<file path="config.mk">
export PLATFORM = sky130hd
export DESIGN_NAME = regression_accumulator_flat
export DESIGN_NICKNAME = d
export VERILOG_FILES = /design/src/rtl/regression_accumulator_if.sv /design/src/rtl/regression_accumulator.sv /design/src/flat_wrapper.sv
export SDC_FILE = /design/constraint.sdc
export NUM_CORES = 2
export LEC_CHECK = 0
export CORE_MARGIN = 10
export CORE_UTILIZATION = 30
export DETAILED_ROUTE_END_ITERATION = 10
export GPL_ROUTABILITY_DRIVEN = 0
export PLACE_DENSITY = 0.42
export SLEW_MARGIN = 20
export SYNTH_ARGS = -nofsm -noshare
export SYNTH_HDL_FRONTEND = slang
export SYNTH_SLANG_ARGS = --single-unit
</file>
<file path="constraint.sdc">
create_clock -name clk -period 7.9 [get_ports clk]
set_clock_uncertainty 0.1 [all_clocks]
set_input_delay 1.58 -clock clk [delete_from_list [all_inputs] [get_ports clk]]
set_output_delay 1.58 -clock clk [all_outputs]
set_load 0.05 [all_outputs]
</file>
<file path="src/rtl/regression_accumulator_if.sv">
// Sample-stream and result bundle between the sample loader, the
// regression accumulator and the coefficient stage.
interface regression_accumulator_if #(
    parameter int DW = 20,
    parameter int CW = 8
);
    logic                       start;
    logic                       sample_valid;
    logic                       sample_last;
    logic signed [DW-1:0]       xi;
    logic signed [DW-1:0]       yi;
    logic                       busy;
    logic                       done;
    logic                       result_valid;
    logic [CW-1:0]              count;
    logic signed [DW+CW-1:0]    sum_x;
    logic signed [DW+CW-1:0]    sum_y;
    logic signed [2*DW+CW-1:0]  sum_xx;
    logic signed [2*DW+CW-1:0]  sum_xy;
    logic                       ovf;

    modport master (
        output start, sample_valid, sample_last, xi, yi,
        input  busy, done, result_valid, count, sum_x, sum_y, sum_xx, sum_xy, ovf
    );

    modport slave (
        input  start, sample_valid, sample_last, xi, yi,
        output busy, done, result_valid, count, sum_x, sum_y, sum_xx, sum_xy, ovf
    );
endinterface

</file>
<file path="src/rtl/regression_accumulator.sv">
// Accumulates count, sum_x, sum_y, sum_xx and sum_xy over a framed run of signed
// (xi, yi) samples for the regression-coefficient stage.
//   state | meaning
//   IDLE  | results held, waiting for start
//   ACC   | accepting samples until the last one
//   DRAIN | last sample still travelling through the pipeline
//   DONE  | one-cycle done pulse, results final
module regression_accumulator #(
    parameter int DW = 20,
    parameter int CW = 8
) (
    input  logic                     clk,
    input  logic                     rst,
    regression_accumulator_if.slave  acc_if
);
    localparam int SW = DW + CW;
    localparam int PW = 2 * DW + CW;

    typedef enum logic [1:0] {IDLE, ACC, DRAIN, DONE} state_t;

    state_t state_q;
    logic   busy_q, done_q, result_valid_q;

    logic accept, start_ok;
    assign accept   = (state_q == ACC) && acc_if.sample_valid;
    assign start_ok = (state_q == IDLE) && acc_if.start;

    logic                 in_valid_q, in_last_q;
    logic signed [DW-1:0] in_x_q, in_y_q;

    logic                 s1_valid_q, s1_last_q;
    logic signed [SW-1:0] s1_x_q, s1_y_q;
    logic signed [PW-1:0] s1_xx_q, s1_xy_q;

    logic [CW-1:0]        count_q;
    logic signed [SW-1:0] sum_x_q, sum_y_q;
    logic signed [PW-1:0] sum_xx_q, sum_xy_q;
    logic                 ovf_q;

    logic signed [2*DW-1:0] x_w, y_w, prod_xx, prod_xy;
    assign x_w     = (2*DW)'(in_x_q);
    assign y_w     = (2*DW)'(in_y_q);
    assign prod_xx = x_w * x_w;
    assign prod_xy = x_w * y_w;

    always_ff @(posedge clk or negedge rst) begin
        if (!rst) begin
            state_q        <= IDLE;
            busy_q         <= 1'b0;
            done_q         <= 1'b0;
            result_valid_q <= 1'b0;
        end else begin
            case (state_q)
                IDLE: begin
                    done_q <= 1'b0;
                    if (acc_if.start) begin
                        state_q        <= ACC;
                        busy_q         <= 1'b1;
                        result_valid_q <= 1'b0;
                    end
                end
                ACC: begin
                    if (accept && acc_if.sample_last) state_q <= DRAIN;
                end
                DRAIN: begin
                    // The last sample lands in the accumulators on this same edge.
                    if (s1_valid_q && s1_last_q) begin
                        state_q        <= DONE;
                        busy_q         <= 1'b0;
                        done_q         <= 1'b1;
                        result_valid_q <= 1'b1;
                    end
                end
                DONE: begin
                    state_q <= IDLE;
                    done_q  <= 1'b0;
                end
                default: begin
                    state_q <= IDLE;
                    busy_q  <= 1'b0;
                    done_q  <= 1'b0;
                end
            endcase
        end
    end

    always_ff @(posedge clk or negedge rst) begin
        if (!rst) begin
            in_valid_q <= 1'b0;
            in_last_q  <= 1'b0;
            in_x_q     <= '0;
            in_y_q     <= '0;
            s1_valid_q <= 1'b0;
            s1_last_q  <= 1'b0;
            s1_x_q     <= '0;
            s1_y_q     <= '0;
            s1_xx_q    <= '0;
            s1_xy_q    <= '0;
            count_q    <= '0;
            sum_x_q    <= '0;
            sum_y_q    <= '0;
            sum_xx_q   <= '0;
            sum_xy_q   <= '0;
            ovf_q      <= 1'b0;
        end else begin
            in_valid_q <= accept;
            in_last_q  <= accept && acc_if.sample_last;
            if (accept) begin
                in_x_q <= acc_if.xi;
                in_y_q <= acc_if.yi;
            end

            s1_valid_q <= in_valid_q;
            s1_last_q  <= in_last_q;
            if (in_valid_q) begin
                s1_x_q  <= SW'(in_x_q);
                s1_y_q  <= SW'(in_y_q);
                s1_xx_q <= PW'(prod_xx);
                s1_xy_q <= PW'(prod_xy);
            end

            if (start_ok) begin
                count_q  <= '0;
                sum_x_q  <= '0;
                sum_y_q  <= '0;
                sum_xx_q <= '0;
                sum_xy_q <= '0;
                ovf_q    <= 1'b0;
            end else if (s1_valid_q) begin
                count_q  <= count_q + CW'(1);
                if (&count_q) ovf_q <= 1'b1;
                sum_x_q  <= sum_x_q + s1_x_q;
                sum_y_q  <= sum_y_q + s1_y_q;
                sum_xx_q <= sum_xx_q + s1_xx_q;
                sum_xy_q <= sum_xy_q + s1_xy_q;
            end
        end
    end

    assign acc_if.busy         = busy_q;
    assign acc_if.done         = done_q;
    assign acc_if.result_valid = result_valid_q;
    assign acc_if.count        = count_q;
    assign acc_if.sum_x        = sum_x_q;
    assign acc_if.sum_y        = sum_y_q;
    assign acc_if.sum_xx       = sum_xx_q;
    assign acc_if.sum_xy       = sum_xy_q;
    assign acc_if.ovf          = ovf_q;
endmodule

</file>
<file path="src/flat_wrapper.sv">
// flat-port wrapper written by rule: the top's interface ports become plain ports
module regression_accumulator_flat 
#(
    parameter int DW = 20,
    parameter int CW = 8
)
  (clk, rst, acc_if_start, acc_if_sample_valid, acc_if_sample_last, acc_if_xi, acc_if_yi, acc_if_busy, acc_if_done, acc_if_result_valid, acc_if_count, acc_if_sum_x, acc_if_sum_y, acc_if_sum_xx, acc_if_sum_xy, acc_if_ovf);
  regression_accumulator_if #(.DW(DW), .CW(CW)) acc_if_i ();
  input  logic clk;
  input  logic rst;
  input wire logic [$bits(acc_if_i.start)-1:0] acc_if_start;
  input wire logic [$bits(acc_if_i.sample_valid)-1:0] acc_if_sample_valid;
  input wire logic [$bits(acc_if_i.sample_last)-1:0] acc_if_sample_last;
  input wire logic [$bits(acc_if_i.xi)-1:0] acc_if_xi;
  input wire logic [$bits(acc_if_i.yi)-1:0] acc_if_yi;
  output wire logic [$bits(acc_if_i.busy)-1:0] acc_if_busy;
  output wire logic [$bits(acc_if_i.done)-1:0] acc_if_done;
  output wire logic [$bits(acc_if_i.result_valid)-1:0] acc_if_result_valid;
  output wire logic [$bits(acc_if_i.count)-1:0] acc_if_count;
  output wire logic [$bits(acc_if_i.sum_x)-1:0] acc_if_sum_x;
  output wire logic [$bits(acc_if_i.sum_y)-1:0] acc_if_sum_y;
  output wire logic [$bits(acc_if_i.sum_xx)-1:0] acc_if_sum_xx;
  output wire logic [$bits(acc_if_i.sum_xy)-1:0] acc_if_sum_xy;
  output wire logic [$bits(acc_if_i.ovf)-1:0] acc_if_ovf;
  assign acc_if_i.start = acc_if_start;
  assign acc_if_i.sample_valid = acc_if_sample_valid;
  assign acc_if_i.sample_last = acc_if_sample_last;
  assign acc_if_i.xi = acc_if_xi;
  assign acc_if_i.yi = acc_if_yi;
  assign acc_if_busy = acc_if_i.busy;
  assign acc_if_done = acc_if_i.done;
  assign acc_if_result_valid = acc_if_i.result_valid;
  assign acc_if_count = acc_if_i.count;
  assign acc_if_sum_x = acc_if_i.sum_x;
  assign acc_if_sum_y = acc_if_i.sum_y;
  assign acc_if_sum_xx = acc_if_i.sum_xx;
  assign acc_if_sum_xy = acc_if_i.sum_xy;
  assign acc_if_ovf = acc_if_i.ovf;
  regression_accumulator #(.DW(DW), .CW(CW)) u_core (.clk(clk), .rst(rst), .acc_if(acc_if_i));
endmodule
</file>
Word level (Yosys, flattened, before mapping)
Index checks and enable logic that the tools add are counted.
- output and inout bits: 164
- input bits: 45
- word-level logic and storage cells: 72
- flip-flop bits (word level): 330
- mux-type cells: 24
- reductions and logical operators: 15
- multipliers: 2
- add/subtract/negate cells: 5
- equal/unequal tests: 6
- operator list (kind ; number):
    $mux 48 ; 4
    $mux 28 ; 4
    $add 48x40->48 ; 2
    $mul 20x20->40 ; 2
    $add 28x20->28 ; 2
    $mux 8 ; 2
    $add 8x1->8 const B ; 1
    $pmux 2 s4 ; 1
    $reduce_and 8->1 ; 1
    $reduce_bool 2->1 ; 4
    $mux 1 ; 7
    $mux 2 ; 3
    $pmux 1 s2 ; 3
    $reduce_and 3->1 ; 2
    $eq 2x2->1 const B ; 2
    $logic_and 1x1->1 ; 4
    $ne 2x2->1 const B ; 2
    $reduce_and 2->1 ; 2
    $eq 2x1->1 const B ; 1
    $logic_not 2->1 ; 1
    $ne 2x1->1 const B ; 1
    $reduce_or 2->1 ; 1

Logic depth before layout (Yosys ltp)
- word-level depth: 5
- depth in mapped cells: 29
- gate-level depth less buffers: 28

Least setup slack after synthesis
Ideal clock, no wire load.
- kind: reg-to-reg
- from: register u_core.in_x_q[19]
- to: register u_core.s1_xy_q[37]
- slack: 668 ps
- clock period less this slack: 7232 ps
- cell stages (with the launch flop): 26
- data arrival time: 7007 ps
- data required time: 7675 ps
- path through: dfrtp_1 clkbuf_1 clkbuf_1 nand2_1 fa_1 inv_1 fa_1 fa_1 fa_1 fa_1 fa_1 inv_1 fa_1 inv_1 ha_1 a21o_1 a21o_1 a21o_1 a21o_1 a21oi_1 o22ai_1 o31ai_1 nand2b_1 a21oi_1 xnor2_1 mux2_2
- cells in the longest elaborated chain, start to end: 1
- ends and longest elaborated chain (element ; RTL line ; RTL):
    from (decl) ; regression_accumulator.sv:29 ; logic signed [DW-1:0] in_x_q, in_y_q;
    from (signal assigned) ; regression_accumulator.sv:109 ; in_x_q <= acc_if.xi;
    $mul 20x20->40 ; regression_accumulator.sv:44 ; assign prod_xy = x_w * y_w;
    to (signal assigned) ; regression_accumulator.sv:119 ; s1_xy_q <= PW'(prod_xy);
    to (decl) ; regression_accumulator.sv:33 ; logic signed [PW-1:0] s1_xx_q, s1_xy_q;
No other way between the ends.
A chain may end at the register's enable or synchronous reset.

Worst setup path after layout
- from: register u_core.in_x_q[9]
- to: register u_core.s1_xy_q[33]
The elaborated chain is that of the path after synthesis.

==> flow_summary.yaml <==
outcome:
  status: "finished clean"
setup_path:
  crit_buf_inv: 7
  r2r_end: "u_core.s1_xy_q[33]"
  critical_path_arrival_ns: 7.98
  critPathMaxStageDelay_ns: 0.58
  worstPathMaxFanout: 25
  cpMaxStageDelayCell: "fa_1"
  rr_startpoint: "u_core.in_x_q[9]"
  ff2ff_setup_slack_ns: 0.32
  critical_path_class: "flip-flop to flip-flop"
  cpMostUsedCell: "fa_1"
  crit_required_ns: 8.30
  rr_worst_depth: 25
  cp-start-kind: "flip-flop"
  path_delay_family: "adder cells"
  cp-end-kind: "flip-flop"
grt:
  grt_pass1_wl_um: 219000
  grtUsageTotal: 0.155
  grt_pass1_vias: 37500
  grt_max_degree: 120
  grt-ovfl-total: 0
  antenna_found_initial: 7
routing:
  routedWlPerCell_um: 18.4
  drt-initial-drc-count: 1792
  wirelength_um: 137000
  vias_per_cell: 4.67
  drt_pre_antenna_iters: 5
  vias: 34700
  route.detailed.drc: 0
  antenna_left: 0
clocking:
  ctsHoldBuffers: 0
  cts_sinks: 328
  cts_buffer_depth: 3
  clockRootBuffer: "clkbuf_16"
  htreeDepth: 2
  cts_tree: "yes"
  cts_inserted_buffers: 47
  clk_latency_ns: 0.65
  clkTransAtPathRegs_ns: 0.07
sta:
  fin_crit_sh: 0.960
  setup_tns_ns: 0
  slew_headroom: 0.362
  period_minus_slack_ns: 7.58
  tightest_slew_ns: 0.957
  slew_viol_final: 0
  setup_viol: 0
  clock.fmax_ghz: 0.132
  rsz0062_at_grt: "no"
  final_hold_viol_count: 0
logic_synthesis:
  synth-seq-area-share: 0.170
  ys_ff_latch: 328
  synth-edff-count: 0
  synth_warnings: 0
  ys.flop_type: "dfrtp_1"
  synth_cells: 5032
  ys_types: 79
  syn_area_um2: 48200
  syn_nets: 6252
  async_flop_share: 1.00
  synth_area_per_cell_um2: 9.59
layout:
  n_fill_cell: 16600
  fin_nets: 6439
  final_common_cell: "inv_1"
  layout-drive-gt1-share: 0.0757
  antenna_cells: 0
  mostFrequentLayoutCells: "935 x inv_1, 804 x fa_1, 408 x nand2_1"
  syn_to_final_growth_pct: 14.2
die:
  die_width_um: 421
  start_util: 0.301
  boundaryPins: 209
  die_y_um: 421
  die_area_um2: 177000
  rows: 147
  coreArea_um2: 160000
worst_hold_path:
  holdPathStages: 0
  hold_start: "u_core.in_last_q"
  min_path_type: "flip-flop to flip-flop"
  holdPathEnd: "u_core.s1_last_q"
placed_design:
  hpwl_um: 113000
  portBuffers: 208
run:
  maxCapViolCount: 0
-- layout make-up --
class,instances,area [um2],share of cell area
clock inverter,14,171,0.00311
sequential,328,8240,0.150
timing repair buffer,340,3240,0.0587
inverter,937,3520,0.0638
multi-input combinational,3565,35800,0.650
clock buffer,71,1420,0.0257
tap,2160,2700,0.0491
-- registers in the layout, indices dropped and copies added (netlist names), 20 cells and up --
signal                flops
u_core.acc_if.sum_xx     48
u_core.acc_if.sum_xy     48
u_core.s1_xy_q           40
u_core.s1_xx_q           39
u_core.acc_if.sum_x      28
u_core.acc_if.sum_y      28
u_core.in_x_q            20
u_core.in_y_q            20
u_core.s1_y_q            20
-- stage by stage --
stage                     instance area, um2  setup WS, ns  hold slack, ns  cells   util
after detailed placement               53400         0.137           0.262   7328  0.333
after floorplan                        48200         0.668           0.231   5032      -
after global routing                   55100        0.0141           0.286   7415  0.344
after CTS                              55000        0.0799           0.270   7413  0.343
after global placement                 53400         0.204           0.237   7328  0.333
final                                  55100         0.317           0.266   7415  0.344
-- synthesized netlist by cell type, types with 5 or more instances --
cell,n,area share
nor3_1,44,0.0046
and4_1,6,0.0011
inv_1,936,0.073
a31oi_1,30,0.0039
a211oi_1,25,0.0039
nand4_1,18,0.0023
nand2b_1,31,0.0040
or2_2,5,0.00065
and3_1,16,0.0021
and2_1,306,0.040
mux2_2,128,0.030
o31ai_1,11,0.0017
o21bai_1,24,0.0037
ha_1,371,0.096
mux2i_1,100,0.021
a31o_2,9,0.0016
dfrtp_1,328,0.17
o21ai_0,131,0.014
nor3b_1,7,0.0011
nor2_1,263,0.020
nand2_1,408,0.032
xor2_1,70,0.013
o211a_1,5,0.0010
clkbuf_1,184,0.014
o21ba_2,5,0.0010
o2111ai_1,7,0.0013
a41oi_1,5,0.00091
nor2b_1,36,0.0047
o21a_1,24,0.0037
a21boi_0,10,0.0016
a21o_1,134,0.021
a221oi_1,10,0.0018
o31a_1,7,0.0013
fa_1,804,0.33
buf_1,14,0.0011
o22ai_1,6,0.00078
o211ai_1,11,0.0017
xnor2_1,158,0.029
o41ai_1,6,0.0011
or3_1,14,0.0018
nand3_1,52,0.0054
a21oi_1,207,0.021
-- worst register-to-register path: stages, from the launching register on --
cell and delay [ns]:
dfrtp_2 0.47, buf_12 0.19, and2_1 0.20, fa_1 0.50, inv_1 0.05, fa_1 0.46, fa_1 0.52, inv_1 0.06
fa_1 0.58, fa_1 0.44, fa_1 0.55, inv_1 0.07, fa_1 0.47, inv_1 0.05, ha_1 0.36, and4_1 0.27
inv_1 0.08, or3_1 0.40, a21oi_2 0.19, nor2_1 0.12, a21oi_1 0.38, a21boi_0 0.27, buf_4 0.21, o21ai_0 0.14
nor2_1 0.06, o41ai_1 0.24
-- kinds of logic (layout without fill, tap and decap cells) --
kind of cell | after synthesis | after routing | synth area share
DFF | 328 | 328 | 0.170
adders and majority gates | 1175 | 1175 | 0.430
AOI/OAI and AO/OA | 713 | 713 | 0.0971
and+or+nand+nor | 1221 | 1221 | 0.122
buffers and inverters | 1139 | 1362 | 0.0887
muxes | 228 | 228 | 0.0506
xor gates and xnor gates | 228 | 228 | 0.0414
-- how the worst max path moves through the flow --
| stage | startpoint | endpoint | cells past startpoint |
|---|---|---|---|
| after global routing | u_core.in_x_q[9] | u_core.s1_xx_q[39] | 25 |
| after CTS | u_core.in_x_q[8] | u_core.s1_xy_q[36] | 27 |
| final | u_core.in_x_q[9] | u_core.s1_xy_q[33] | 25 |
| after floorplan | u_core.in_x_q[19] | u_core.s1_xy_q[37] | 25 |
| after detailed placement | u_core.in_x_q[8] | u_core.s1_xx_q[39] | 26 |
| after global placement | u_core.in_x_q[8] | u_core.s1_xx_q[28] | 26 |
-- metal layers --
layer  wire length, um  global-route usage  vias to the layer above
met2             65500               0.261                      478
met4              3310              0.0357                        0
li1                  -                   -                    16300
met5                 0                   0                        -
met1             62900               0.210                    17800
met3              4780              0.0205                      119
-- what timing repair did --
| action | in CTS | in global routing |
|---|---|---|
| buffers inserted | 0 | 2 |
| gates resized for setup | 0 | 27 |
| setup endpoints to repair | 0 | 19 |
Power is not shown: default switching activity piles up to over one toggle a cycle in this logic, so the estimate is an artifact.
